--- src/rtl/spi_cfg_regs.sv ---
// -----------------------------------------------------------------------------
// spi_cfg_regs
//
// Write-only SPI-slave (mode 0, MSB first) configuration register file for the
// 1-bit AM SDR core. The raw SCK/MOSI/CSb pads are synchronised into clk. The
// SPI frames then update a bank of DATA_W-bit tuning/gain registers. The
// receiver datapath reads those registers as one flat bus.
//
// Frame: 8-bit command {wr, 0.., addr[ADDR_W-1:0]}, then one or more DATA_W-bit
// words. The register address auto-increments and wraps after every word.
//
// Ports
//   clk        system clock
//   rst        asynchronous, active-high reset
//   SCK        raw SPI clock (asynchronous to clk)
//   MOSI       raw SPI data, MSB first
//   CSb        raw active-low chip select
//   cfg_regs   flat register bus, reg n at [n*DATA_W +: DATA_W]
//   wr_stb     one-clk pulse, coincident with a register update
//   wr_addr    address of the register just written (valid with wr_stb)
//   frame_err  one-clk pulse when CSb rises in the middle of a command/word
// -----------------------------------------------------------------------------
module spi_cfg_regs #(
    parameter int NUM_REGS = 4,
    parameter int DATA_W   = 16,
    // Derived from NUM_REGS; leave at its default.
    parameter int ADDR_W   = $clog2(NUM_REGS)
) (
    input  logic                       clk,
    input  logic                       rst,
    input  logic                       SCK,
    input  logic                       MOSI,
    input  logic                       CSb,
    output logic [NUM_REGS*DATA_W-1:0] cfg_regs,
    output logic                       wr_stb,
    output logic [ADDR_W-1:0]          wr_addr,
    output logic                       frame_err
);

    // The shifter must also hold the 8-bit command byte.
    localparam int SH_W  = (DATA_W > 8) ? DATA_W : 8;
    localparam int CNT_W = $clog2(SH_W);

    typedef enum logic [1:0] {
        IDLE    = 2'd0,
        CMD     = 2'd1,
        DATA    = 2'd2,
        DISCARD = 2'd3
    } state_t;

    // ------------------------------------------------------------------
    // Pad synchronisers. The third SCK/CSb stage provides edge detection.
    // ------------------------------------------------------------------
    logic sck_s1, sck_s2, sck_s3;
    logic mosi_s1, mosi_s2;
    logic cs_s1, cs_s2, cs_s3;

    always_ff @(posedge clk or posedge rst) begin
        if (rst) begin
            sck_s1  <= 1'b0;
            sck_s2  <= 1'b0;
            sck_s3  <= 1'b0;
            mosi_s1 <= 1'b0;
            mosi_s2 <= 1'b0;
            cs_s1   <= 1'b1;
            cs_s2   <= 1'b1;
            cs_s3   <= 1'b1;
        end else begin
            // NOTE: non-blocking assignments make every stage sample the
            // previous stage's old value, giving a real shift chain.
            sck_s1  <= SCK;
            sck_s2  <= sck_s1;
            sck_s3  <= sck_s2;
            mosi_s1 <= MOSI;
            mosi_s2 <= mosi_s1;
            cs_s1   <= CSb;
            cs_s2   <= cs_s1;
            cs_s3   <= cs_s2;
        end
    end

    logic sck_rise, cs_fall, cs_rise;
    assign sck_rise = sck_s2 & ~sck_s3;
    assign cs_fall  = ~cs_s2 & cs_s3;
    assign cs_rise  = cs_s2 & ~cs_s3;

    // ------------------------------------------------------------------
    // Frame arming. The CSb synchroniser resets to "deselected". If the
    // pad is already low when rst is released, the refill looks like a
    // falling edge. A start of frame is therefore accepted only after a
    // real high level has been seen on CSb. A frame that rst cut short
    // is then ignored until CSb is cycled high and low again.
    // ------------------------------------------------------------------
    logic [1:0] prime_cnt;
    logic       armed;

    always_ff @(posedge clk or posedge rst) begin
        if (rst) begin
            prime_cnt <= 2'd0;
            armed     <= 1'b0;
        end else if (prime_cnt != 2'd2) begin
            // Wait until cs_s2 holds a genuine pad sample.
            prime_cnt <= prime_cnt + 2'd1;
        end else if (cs_s2) begin
            armed <= 1'b1;
        end
    end

    // ------------------------------------------------------------------
    // Command decode, taken from the byte completed by the current bit.
    // ------------------------------------------------------------------
    logic [7:0]        cmd_byte;
    logic [6:0]        cmd_upper;
    logic              cmd_ok;
    logic [ADDR_W-1:0] cmd_addr;

    logic [SH_W-1:0]   shift;

    assign cmd_byte  = {shift[6:0], mosi_s2};
    // The bits between the address field and the write flag must be zero.
    assign cmd_upper = cmd_byte[6:0] >> ADDR_W;
    assign cmd_ok    = cmd_byte[7] && (cmd_upper == 7'd0);
    assign cmd_addr  = cmd_byte[ADDR_W-1:0];

    // ------------------------------------------------------------------
    // Frame FSM and register bank
    // ------------------------------------------------------------------
    state_t              state;
    logic [CNT_W-1:0]    bitcnt;
    logic [ADDR_W-1:0]   addr;
    logic [DATA_W-1:0]   regs [NUM_REGS];

    always_ff @(posedge clk or posedge rst) begin
        if (rst) begin
            state     <= IDLE;
            bitcnt    <= '0;
            shift     <= '0;
            addr      <= '0;
            wr_stb    <= 1'b0;
            wr_addr   <= '0;
            frame_err <= 1'b0;
            // NOTE: the bank is a small set of flops that drives the core
            // directly, so it is reset to a known state; this would be wrong
            // for a RAM macro, which has no reset.
            for (int n = 0; n < NUM_REGS; n++) begin
                regs[n] <= '0;
            end
        end else begin
            wr_stb    <= 1'b0;
            frame_err <= 1'b0;

            if (cs_rise) begin
                // Deselect always ends the frame. If it arrives in the same
                // cycle as an SCK rise, that bit is dropped. A partial
                // command or word is flagged and thrown away.
                if ((state == CMD || state == DATA) && bitcnt != '0) begin
                    frame_err <= 1'b1;
                end
                state  <= IDLE;
                bitcnt <= '0;
                shift  <= '0;
            end else begin
                unique case (state)
                    IDLE: begin
                        if (cs_fall && armed) begin
                            state  <= CMD;
                            bitcnt <= '0;
                            shift  <= '0;
                        end
                    end

                    CMD: begin
                        if (sck_rise) begin
                            shift <= {shift[SH_W-2:0], mosi_s2};
                            if (bitcnt == CNT_W'(7)) begin
                                bitcnt <= '0;
                                if (cmd_ok) begin
                                    state <= DATA;
                                    addr  <= cmd_addr;
                                end else begin
                                    state <= DISCARD;
                                end
                            end else begin
                                bitcnt <= bitcnt + CNT_W'(1);
                            end
                        end
                    end

                    DATA: begin
                        if (sck_rise) begin
                            shift <= {shift[SH_W-2:0], mosi_s2};
                            if (bitcnt == CNT_W'(DATA_W - 1)) begin
                                regs[addr] <= {shift[DATA_W-2:0], mosi_s2};
                                wr_stb     <= 1'b1;
                                wr_addr    <= addr;
                                // Burst auto-increment; wraps naturally at NUM_REGS.
                                addr       <= addr + ADDR_W'(1);
                                bitcnt     <= '0;
                            end else begin
                                bitcnt <= bitcnt + CNT_W'(1);
                            end
                        end
                    end

                    DISCARD: begin
                        // Rejected command: wait for deselect.
                    end

                    default: state <= IDLE;
                endcase
            end
        end
    end

    for (genvar g = 0; g < NUM_REGS; g++) begin : g_flat
        assign cfg_regs[g*DATA_W +: DATA_W] = regs[g];
    end

endmodule

--- config.mk ---
export PLATFORM = sky130hd
export DESIGN_NAME = spi_cfg_regs
export DESIGN_NICKNAME = d
export VERILOG_FILES = /design/src/rtl/spi_cfg_regs.sv
export SDC_FILE = /design/constraint.sdc
export NUM_CORES = 1
export LEC_CHECK = 0
export CAP_MARGIN = 0
export CORE_ASPECT_RATIO = 1.25
export CORE_MARGIN = 4
export CORE_UTILIZATION = 45
export CTS_CLUSTER_SIZE = 25
export DETAILED_ROUTE_END_ITERATION = 10
export MAX_ROUTING_LAYER = met4
export PLACE_DENSITY_LB_ADDON = 0.25
export SLEW_MARGIN = 20
export SYNTH_ARGS = -nofsm -noshare
export SYNTH_HDL_FRONTEND = slang
export SYNTH_SLANG_ARGS = --single-unit
--- constraint.sdc ---
create_clock -name clk -period 3.94 [get_ports clk]
set_clock_uncertainty 0.1 [all_clocks]
set_input_delay 0.788 -clock clk [delete_from_list [all_inputs] [get_ports clk]]
set_output_delay 0.788 -clock clk [all_outputs]
set_load 0.01 [all_outputs]
==> results.md <==
- Slew Limit Fails: 0
- Least-Margin Pin Slew: 0.927 ns
- Reg power frac: 0.493
- Setup TNS: 0 ns
- Total gr overflow: 0
- PnR worst setup slack: around 1.6 ns
- Routability congestion estimate: about 0.83
- R2R setup slack: between 1.5 and 2 ns
- Final WL: approximately 8.3 mm
- Setup WS pre-CTS: 1.60 ns
- Post-route ant nets: 0
- Max Freq: between 0.4 and 0.5 GHz
- Mux share of post-synthesis cell area: 0.250
- Die area: roughly 11,000 sq um
- Core area: about 9600 sq um
- Worst Path Arrival: between 2 and 2.5 ns
- Post-synth top cells: dfrtp_1, mux2_4, mux2_2, inv_1, nor2_1
- Leakage: between 2 and 3 nW
- Mapped Avg Cell Area: around 14 sq um
- Leading area contributor after synthesis: dfrtp_1
- Clock transition at path regs: approximately 0.06 ns
- Synth area leaders: dfrtp_1, mux2_4, mux2_2
- CTS max path bufs: 2
- Critical path launch point type: flop
- Starting density of the core: 0.459
- Synthesized cell area: 4410 sq um
- Yosys Warn Count: 0
- Post-synthesis compound-gate area fraction: 0.0346
- Hold Crit Start: sck_s1
- Final hold slack: roughly 0.25 ns
- Tot Pwr: 2.35 mW
- DRC errors left: 0
- Post-route cell area: ~5500 sq um
- Maxcap violations: 0
- EDFF count, synth: 0
- Adder-Cell Fraction of Synth Area: 0.0284
- Endpoints failing setup: 0
- Root buffer cell: clkbuf_16
- Cell Count, Final, Fillers Out: just over 500
- Mapped Nets: 320
- Sw frac: 0.263
- Vias/cell: 5.05
- Main combinational cell family by area after synthesis: multiplexers
- Tcrit/Tclk final: 0.591
- Slowest CP cell: nor3_4
- Initial antenna violation count: 0
- Skew-Pair Late Insertion Delay: between 0.3 and 0.4 ns
- HP Class: flop to flop
- Hold Path End: sck_s2
- Net switching power: 0.618 mW
- Chip Width: about 97 microns
- Area of placed instances: 5240 sq um
- Post-CTS setup buffer count: 0
- Worst Path Buf+Inv: 1
- CTS tree: done
- Port Buffers: 72
- Final count of hold timing violations: 0
- Inst Count DP: ~500
- Seq cells post-synth: between 100 and 150
- Row cnt: 40
- Overall Global Routing Usage: 0.163
- Post-Synth XOR/XNOR Area: 0.00198
- First-pass DRT Iterations: 4
- Post-DR wirelength/cell: roughly 16 microns
- VDD IR max: 0.245 mV
- CTS HTree Levels: 3
- Combinational fraction of design power: 0.132
- I/O pin count: 73
- Max-Slew Margin vs Limit: 0.382
- CP endpoint kind: flop
- Share of the synthesized area in the top cell type: 0.561
- Sequential fraction of the synthesis area: 0.579
- Post-CTS Resized: 0
- Type of the worst setup path: flop to flop
- First-pass GRT wire length: around 14 mm
- Die span in y: between 100 and 150 microns
- Post-Synth Simple-Gate Area: 0.0729
- CP required: approximately 4.1 ns
- Async SR Flop Fraction: 1.00
- Highest cell delay on the worst timing path: ~0.46 ns
- Netlist cell types: 46
- Layout cell share with drive strength beyond 1: 0.261
- Clk sink count: ~100
- Worst-path fanout max: 16
- ANT cells: 0
- DR vias: 2,570
- Vias in the first global route: approximately 2.7k
- Run status: complete, no violations
- Largest net degree at the start of global routing: between 50 and 60
- Internal power: 1.74 mW
- Final #Nets: about 400
- Main flop type after synthesis: dfrtp_1
- Cell Pwr Density: about 420 nW/um^2
- Most frequent cell after synthesis: dfrtp_1
- Reg2Reg Depth: 6
- Post-route minimum period: between 2 and 2.5 ns
- RSZ-0062 raised after global routing: false
- Initial DRC count: between 100 and 150
- Cts bufs inserted: 9
- R2R Path End: cfg_regs[49]
- Final HPWL DP: about 5.8 mm
- Hold depth: 0
- Area Overhead vs Synth: 25.5%
- Critical path's top delay family: simple AND/OR/NAND/NOR gates
- Reg2reg start: state[0]
- Mapped Cells: 305
- Crit-path cells: inv_1 -> ha_1 -> nand2_1 -> nor3_4 -> nand2_4 -> mux2_4
- Finished Core Util: 0.576
- CTS Hold Bufs: 0
- Clock share of power: 0.375
cells by family after synthesis:
group                    count (synthesis)
buffers and inverters                   29
XOR/XNOR                                 1
multiplexers                            86
AO/OA/AOI/OAI                           21
AND/OR/NAND/NOR                         56
flip-flops                             102
adder cells (fa/ha/maj)                 10
state kept, by name, summed over array words and instances (netlist names), 2 cells and up:
name / flops
cfg_regs: 64
bitcnt: 4
shift: 15
state: 2
prime_cnt: 2
wr_addr: 2
addr: 2
cell type report:
type	count	area [sq um]
flip-flops and latches	102	2560
clock buffers	11	253
clock inverters	3	43.8
fillers	811	4070
multi-input cells	174	1710
inverters	20	77.6
well taps	126	158
repair buffers	73	741
placed cells by master, fill, tap and decap left out, types with 2 or more instances in the layout:
master,netlist,final
dfrtp_1,99,99
clkdlybuf4s50_1,0,72
mux2_4,40,40
mux2_2,32,32
inv_1,20,19
nor2_1,15,15
mux2i_1,14,14
nand2_1,13,13
ha_1,10,10
clkbuf_16,0,9
o21ai_0,7,7
nand3_1,5,5
nor2b_1,4,4
nand2_4,4,4
dfstp_2,3,3
nand3b_1,2,2
clkbuf_8,0,2
worst reg2reg max path: cells and delay by family, from the launching register on:
family / cells / cell delay, ns
and+or+nand+nor: 3 / 0.92
DFF: 1 / 0.39
muxes: 1 / 0.39
adders and majority gates: 1 / 0.33
buffers and inverters: 1 / 0.10
power by group through the flow:
stage                     clock network (mW)  logic [mW]  registers (mW)
after global placement                     0       0.304            1.18
after global routing                   0.953       0.350            1.17
after detailed placement                   0       0.311            1.18
after CTS                              0.908       0.311            1.16
final                                  0.882       0.310            1.16
after floorplan                            0       0.243            1.16
metal layers:
layer	share of wire	global-route usage	up-vias
met5	0	-	-
li1	-	-	1207
met4	0.017	0.0640	0
met1	0.47	0.217	1280
met2	0.47	0.241	72
met3	0.043	0.0356	11
worst max path at each step:
stage	from	endpoint	slack, ns	depth (start not counted)
3_5_place_dp	state[0]	cfg_regs[49]	1.60	6
6_report	state[0]	cfg_regs[49]	1.61	6
5_1_grt	state[0]	cfg_regs[49]	1.45	6
2_1_floorplan	rst	addr[0]	0.38	1
3_3_place_gp	state[1]	shift[11]	1.67	6
4_1_cts	state[0]	cfg_regs[49]	1.58	6
Note: power is estimated with default switching activity, not from simulation.
